## src/rtl/pcileech_vfifo_in_arb.sv

```systemverilog
// Three-source round-robin packet arbiter feeding the virtual FIFO input.
// A granted source keeps the output until it sends a last beat or hits the
// per-grant beat limit; beats are forwarded one cycle after acceptance and
// at most every other cycle.
module pcileech_vfifo_in_arb #(
  parameter int unsigned MAX_BEATS = 64
) (
  input  logic         clk,
  input  logic         rst,
  input  logic [767:0] src_data,
  input  logic [2:0]   src_valid,
  input  logic [2:0]   src_last,
  output logic [2:0]   src_ready,
  output logic [255:0] out_data,
  output logic         out_valid,
  input  logic         out_ready,
  output logic [1:0]   gnt_idx,
  output logic         busy
);

  typedef enum logic {
    IDLE = 1'b0,
    LOCK = 1'b1
  } state_t;

  // Beat count value at which the current beat is the final one of the grant.
  localparam logic [7:0] LAST_BEAT = 8'(MAX_BEATS - 1);

  state_t       state_q;
  logic [1:0]   gnt_idx_q;
  logic [7:0]   beat_cnt_q;
  logic         out_valid_q;
  logic [255:0] out_data_q;

  logic [1:0]   rr_first;
  logic [1:0]   rr_second;
  logic [1:0]   rr_winner;
  logic [2:0]   grant_oh;
  logic         accept;
  logic         accept_last;
  logic [255:0] sel_data;

  // Round-robin pick: start one past the previous grant and wrap modulo 3.
  always_comb begin
    // NOTE: every signal written here gets a value on every path first,
    // otherwise an unassigned path would infer a latch.
    rr_first  = (gnt_idx_q == 2'd2) ? 2'd0 : gnt_idx_q + 2'd1;
    rr_second = (rr_first == 2'd2) ? 2'd0 : rr_first + 2'd1;
    rr_winner = gnt_idx_q;
    if (src_valid[rr_first]) begin
      rr_winner = rr_first;
    end else if (src_valid[rr_second]) begin
      rr_winner = rr_second;
    end
  end

  // Handshake toward the sources and data select of the granted source.
  always_comb begin
    grant_oh  = 3'b001 << gnt_idx_q;
    src_ready = 3'b000;
    // Ready is held low while a beat is still on the output so beats are
    // spaced at least one idle cycle apart, and during reset so nothing
    // accepted in the reset cycle can be lost silently.
    if (!rst && (state_q == LOCK) && out_ready && !out_valid_q) begin
      src_ready = grant_oh;
    end
    accept      = |(src_valid & src_ready);
    accept_last = |(src_valid & src_ready & src_last);
    case (gnt_idx_q)
      2'd0:    sel_data = src_data[255:0];
      2'd1:    sel_data = src_data[511:256];
      default: sel_data = src_data[767:512];
    endcase
  end

  // Grant FSM with registered output beat, grant index and beat counter.
  always_ff @(posedge clk) begin
    if (rst) begin
      state_q     <= IDLE;
      gnt_idx_q   <= 2'd2;
      beat_cnt_q  <= 8'd0;
      out_valid_q <= 1'b0;
      out_data_q  <= '0;
    end else begin
      // NOTE: state registers use non-blocking assignments so every register
      // sees the pre-edge values of the others, independent of statement order.
      out_valid_q <= accept;
      if (accept) begin
        out_data_q <= sel_data;
      end
      case (state_q)
        IDLE: begin
          if (|src_valid) begin
            gnt_idx_q  <= rr_winner;
            beat_cnt_q <= 8'd0;
            state_q    <= LOCK;
          end
        end
        LOCK: begin
          if (accept) begin
            beat_cnt_q <= beat_cnt_q + 8'd1;
            if (accept_last || (beat_cnt_q == LAST_BEAT)) begin
              state_q <= IDLE;
            end
          end
        end
        default: state_q <= IDLE;
      endcase
    end
  end

  assign out_data  = out_data_q;
  assign out_valid = out_valid_q;
  assign gnt_idx   = gnt_idx_q;
  assign busy      = (state_q == LOCK);

endmodule

```

## config.mk

```make
export PLATFORM = sky130hd
export DESIGN_NAME = pcileech_vfifo_in_arb
export DESIGN_NICKNAME = d
export VERILOG_FILES = /design/src/rtl/pcileech_vfifo_in_arb.sv
export SDC_FILE = /design/constraint.sdc
export NUM_CORES = 1
export LEC_CHECK = 0
export CORE_AREA = 2 2 408 410
export DETAILED_ROUTE_END_ITERATION = 12
export DIE_AREA = 0 0 410 412
export GPL_TIMING_DRIVEN = 0
export SLEW_MARGIN = 20
export SYNTH_ARGS = -nofsm -noshare
export SYNTH_HDL_FRONTEND = slang
export SYNTH_SLANG_ARGS = --single-unit
```

## constraint.sdc

```tcl
create_clock -name clk -period 2.1 [get_ports clk]
set_input_delay 0.63 -clock clk [delete_from_list [all_inputs] [get_ports clk]]
set_output_delay 0.63 -clock clk [all_outputs]
set_load 0.01 [all_outputs]
```

==> flow_metrics.tcl <==
set metrics [dict create \
    status "finished with violations" \
    violations "negative setup slack" \
    p_leak_nw 10.6 \
    h-tree-depth 2 \
    grt_pass1_wl_um 207000 \
    first_global_vias 20800 \
    wl_per_cell_um 31.9 \
    via_per_inst 4.13 \
    syn-cell-area_sq_um 15100 \
    reg2reg_depth 9 \
    drt_pass1_iterations 5 \
    grt_usage 0.186 \
    cts.sinks 268 \
    critPathKind "primary input to output pin" \
    final_max_slew_viol_count 0 \
    use_met1 0.218 \
    power.density_nw_per_um2 579 \
    synthArstFlopShare 0 \
    yosysMostFrequentCell "dfxtp_1" \
    setup_tns_ns -1.19 \
    die_x_um 410 \
    vias 21600 \
    antenna_found_initial 138 \
    placementRows 149 \
    hold_class "primary input to flip-flop" \
    cts_tree "built" \
    synth-seq-cells 268 \
    numCtsBuffers 40 \
    cap_violations 0 \
    fillCellCount 18500 \
    ys_top_cells_by_count "dfxtp_1 (268), o21ai_0 (265), a21oi_1 (263)" \
    rsz0062_at_grt "true" \
    r2r-end "out_data[150]$_SDFFE_PP0P_" \
    die_h_um 412 \
    crit-reg2reg-launch "gnt_idx[1]$_SDFFE_PP1P_" \
    synthFlopType "dfxtp_1" \
    syn_nets 2629 \
    synth-edff-count 0 \
    seq_area_frac_synth 0.355 \
    clock_skew_ns 0.0475 \
    synth_area_leaders "dfxtp_1 (35%), mux2i_1 (17%), o2111ai_1 (15%)" \
    syn_to_final_growth_pct 101 \
    min_path_cells 3 \
    required_ns 1.47 \
    utilization 0.185 \
    period_needed_ns 2.53 \
    final_nets 3732 \
    hold_end "gnt_idx[0]$_SDFFE_PP0P_" \
    clk_path_buf_depth 3 \
    syn_area_per_cell_sq_um 8.17 \
    path_clk_slew_ns 0.06 \
    drt-initial-drc-count 2127 \
    grt_overflow 0 \
    drt.antenna.violating_nets 0 \
    core_sq_um 164000 \
    reg2reg_setup_slack_ns 0 \
    use_met2 0.296 \
    finalHoldViolCount 0 \
    wirelength_um 167000 \
    ir_worst_vdd_mv 0.409 \
    io_pins 1040 \
    critPathLaunchType "primary input" \
    dpl_cell_area_sq_um 28400 \
    start_util 0.0920 \
    critPathCaptureType "output pin" \
    ys_warn_count 0 \
    clk_latency_ns 0.61 \
    grt.busiest_layer "met2" \
    dieArea_sq_um 169000 \
    drive_gt1_frac 0.111 \
    path_max_fanout 3 \
    fin_ws_ns -0.434 \
    gp_congestion 1.02 \
    min_period_over_period 1.21 \
    fin_area_sq_um 30500 \
    worst_slew_pin_slew_ns 0.986 \
    synth_top_cell_by_area "dfxtp_1" \
    relSlewSlack 0.343 \
    io_buffers 1039 \
    cts-root-buf "clkbuf_16" \
    synthDistinctLibCells 35 \
    crit_arrival_ns 1.90 \
    worstHoldStart "src_valid[1]" \
    synth_top_area_frac 0.355 \
    hpwl_um 144000 \
    setup_viol 3 \
    syn_inst 1851 \
    grt_util_met3 0.0809 \
    grt_max_degree 18 \
    power_w 0.0176 \
    route.detailed.drc 0 \
    max_freq_mhz 395 \
]
worst max-delay path by stage:
stage	from	endpoint	slack [ns]
global placement	src_valid[0]	out_data[154]$_SDFFE_PP0P_	-2.14
floorplan	rst	src_ready[1]	-0.05
finish	rst	src_ready[1]	-0.43
CTS	out_valid$_SDFF_PP0_	src_ready[2]	-0.49
global route	out_valid$_SDFF_PP0_	src_ready[2]	-0.48
detailed placement	src_valid[0]	out_data[17]$_SDFFE_PP0P_	-2.00
logic make-up after synthesis:
kind of cell | share of synthesized area
AO/OA/AOI/OAI | 0.331
AND/OR/NAND/NOR | 0.0758
flip-flops | 0.355
multiplexers | 0.170
buffers and inverters | 0.0670
adder cells (fa/ha/maj) | 0.000828
stage by stage:
stage / setup WS (ns) / instances / hold slack [ns]
after global placement: -2.14 / 5079 / 0.462
after floorplan: -0.0458 / 1851 / 0.464
after global routing: -0.482 / 5202 / 0.425
after CTS: -0.492 / 5171 / 0.473
after detailed placement: -2.00 / 5083 / 0.467
final: -0.434 / 5224 / 0.450
worst max-delay path, cell delays in order:
cell and delay [ns]:
dlygate4sd2_1 0.28, nand4bb_1 0.22, buf_6 0.16, buf_16 0.12
clkbuf_16 0.15, nor3_4 0.20, buf_6 0.14
sequential cells by signal, indices dropped and copies added (netlist names):
name and count:
beat_cnt_q 8, busy 1, gnt_idx 2, out_data 256, out_valid 1
power breakdown:
group          internal (W)  total [W]  switching [W]  leakage (nW)
combinational       0.00225    0.00496        0.00271          7.78
clock               0.00439    0.00735        0.00296         0.671
sequential          0.00522    0.00532      0.0000931          2.17
layer usage:
layer,share of wire,wire (um)
met5,0.0021,344
met4,0.043,7100
met3,0.12,20000
met2,0.45,75300
met1,0.38,63900
layout by cell type (no fill, tap or decap), types with 3 or more instances in the layout:
| master | netlist | final |
|---|---|---|
| clkdlybuf4s50_1 | 0 | 772 |
| o21ai_0 | 265 | 265 |
| a21oi_1 | 263 | 263 |
| nand2_1 | 261 | 261 |
| dfxtp_1 | 268 | 252 |
| mux2i_1 | 257 | 247 |
| o2111ai_1 | 256 | 239 |
| dlygate4sd2_1 | 0 | 229 |
| clkbuf_2 | 0 | 70 |
| clkbuf_1 | 142 | 69 |
| diode_2 | 0 | 53 |
| clkbuf_16 | 0 | 42 |
| buf_4 | 0 | 41 |
| buf_2 | 81 | 35 |
| buf_6 | 2 | 20 |
| clkbuf_4 | 0 | 17 |
| dfxtp_2 | 0 | 15 |
| clkdlybuf4s15_2 | 0 | 14 |
| o2111ai_2 | 0 | 13 |
| clkbuf_8 | 0 | 10 |
| buf_12 | 0 | 9 |
| clkdlybuf4s15_1 | 0 | 9 |
| mux2i_4 | 0 | 7 |
| nand3_1 | 6 | 6 |
| clkinv_2 | 0 | 6 |
| inv_1 | 6 | 5 |
| bufinv_16 | 0 | 5 |
| o2111ai_4 | 0 | 4 |
| or3_1 | 4 | 4 |
| buf_1 | 7 | 3 |
| buf_8 | 0 | 3 |
| mux2i_2 | 0 | 3 |
| o211ai_1 | 3 | 3 |
final cells by class:
type / count / area [sq um] / area share
Sequential cell: 268 / 5390 / 0.177
Clock buffer: 53 / 1130 / 0.0371
Buffer: 228 / 1430 / 0.0468
Tap cell: 2189 / 2740 / 0.0899
Multi-Input combinational cell: 1344 / 9030 / 0.297
Clock inverter: 17 / 238 / 0.00781
Antenna cell: 53 / 133 / 0.00435
Inverter: 7 / 26.3 / 0.000863
Timing Repair Buffer: 1065 / 10300 / 0.340
what timing repair did:
| action | 4_1_cts | 5_1_grt |
|---|---|---|
| setup endpoints to repair | 530 | 232 |
| hold endpoints to repair | 0 | 0 |
| pin swaps | 3 | 2 |
| hold buffers | 0 | 0 |
| buffers inserted | 20 | 2 |
| gates resized for setup | 520 | 87 |
No activity file was read; power rests on OpenSTA's default activity.
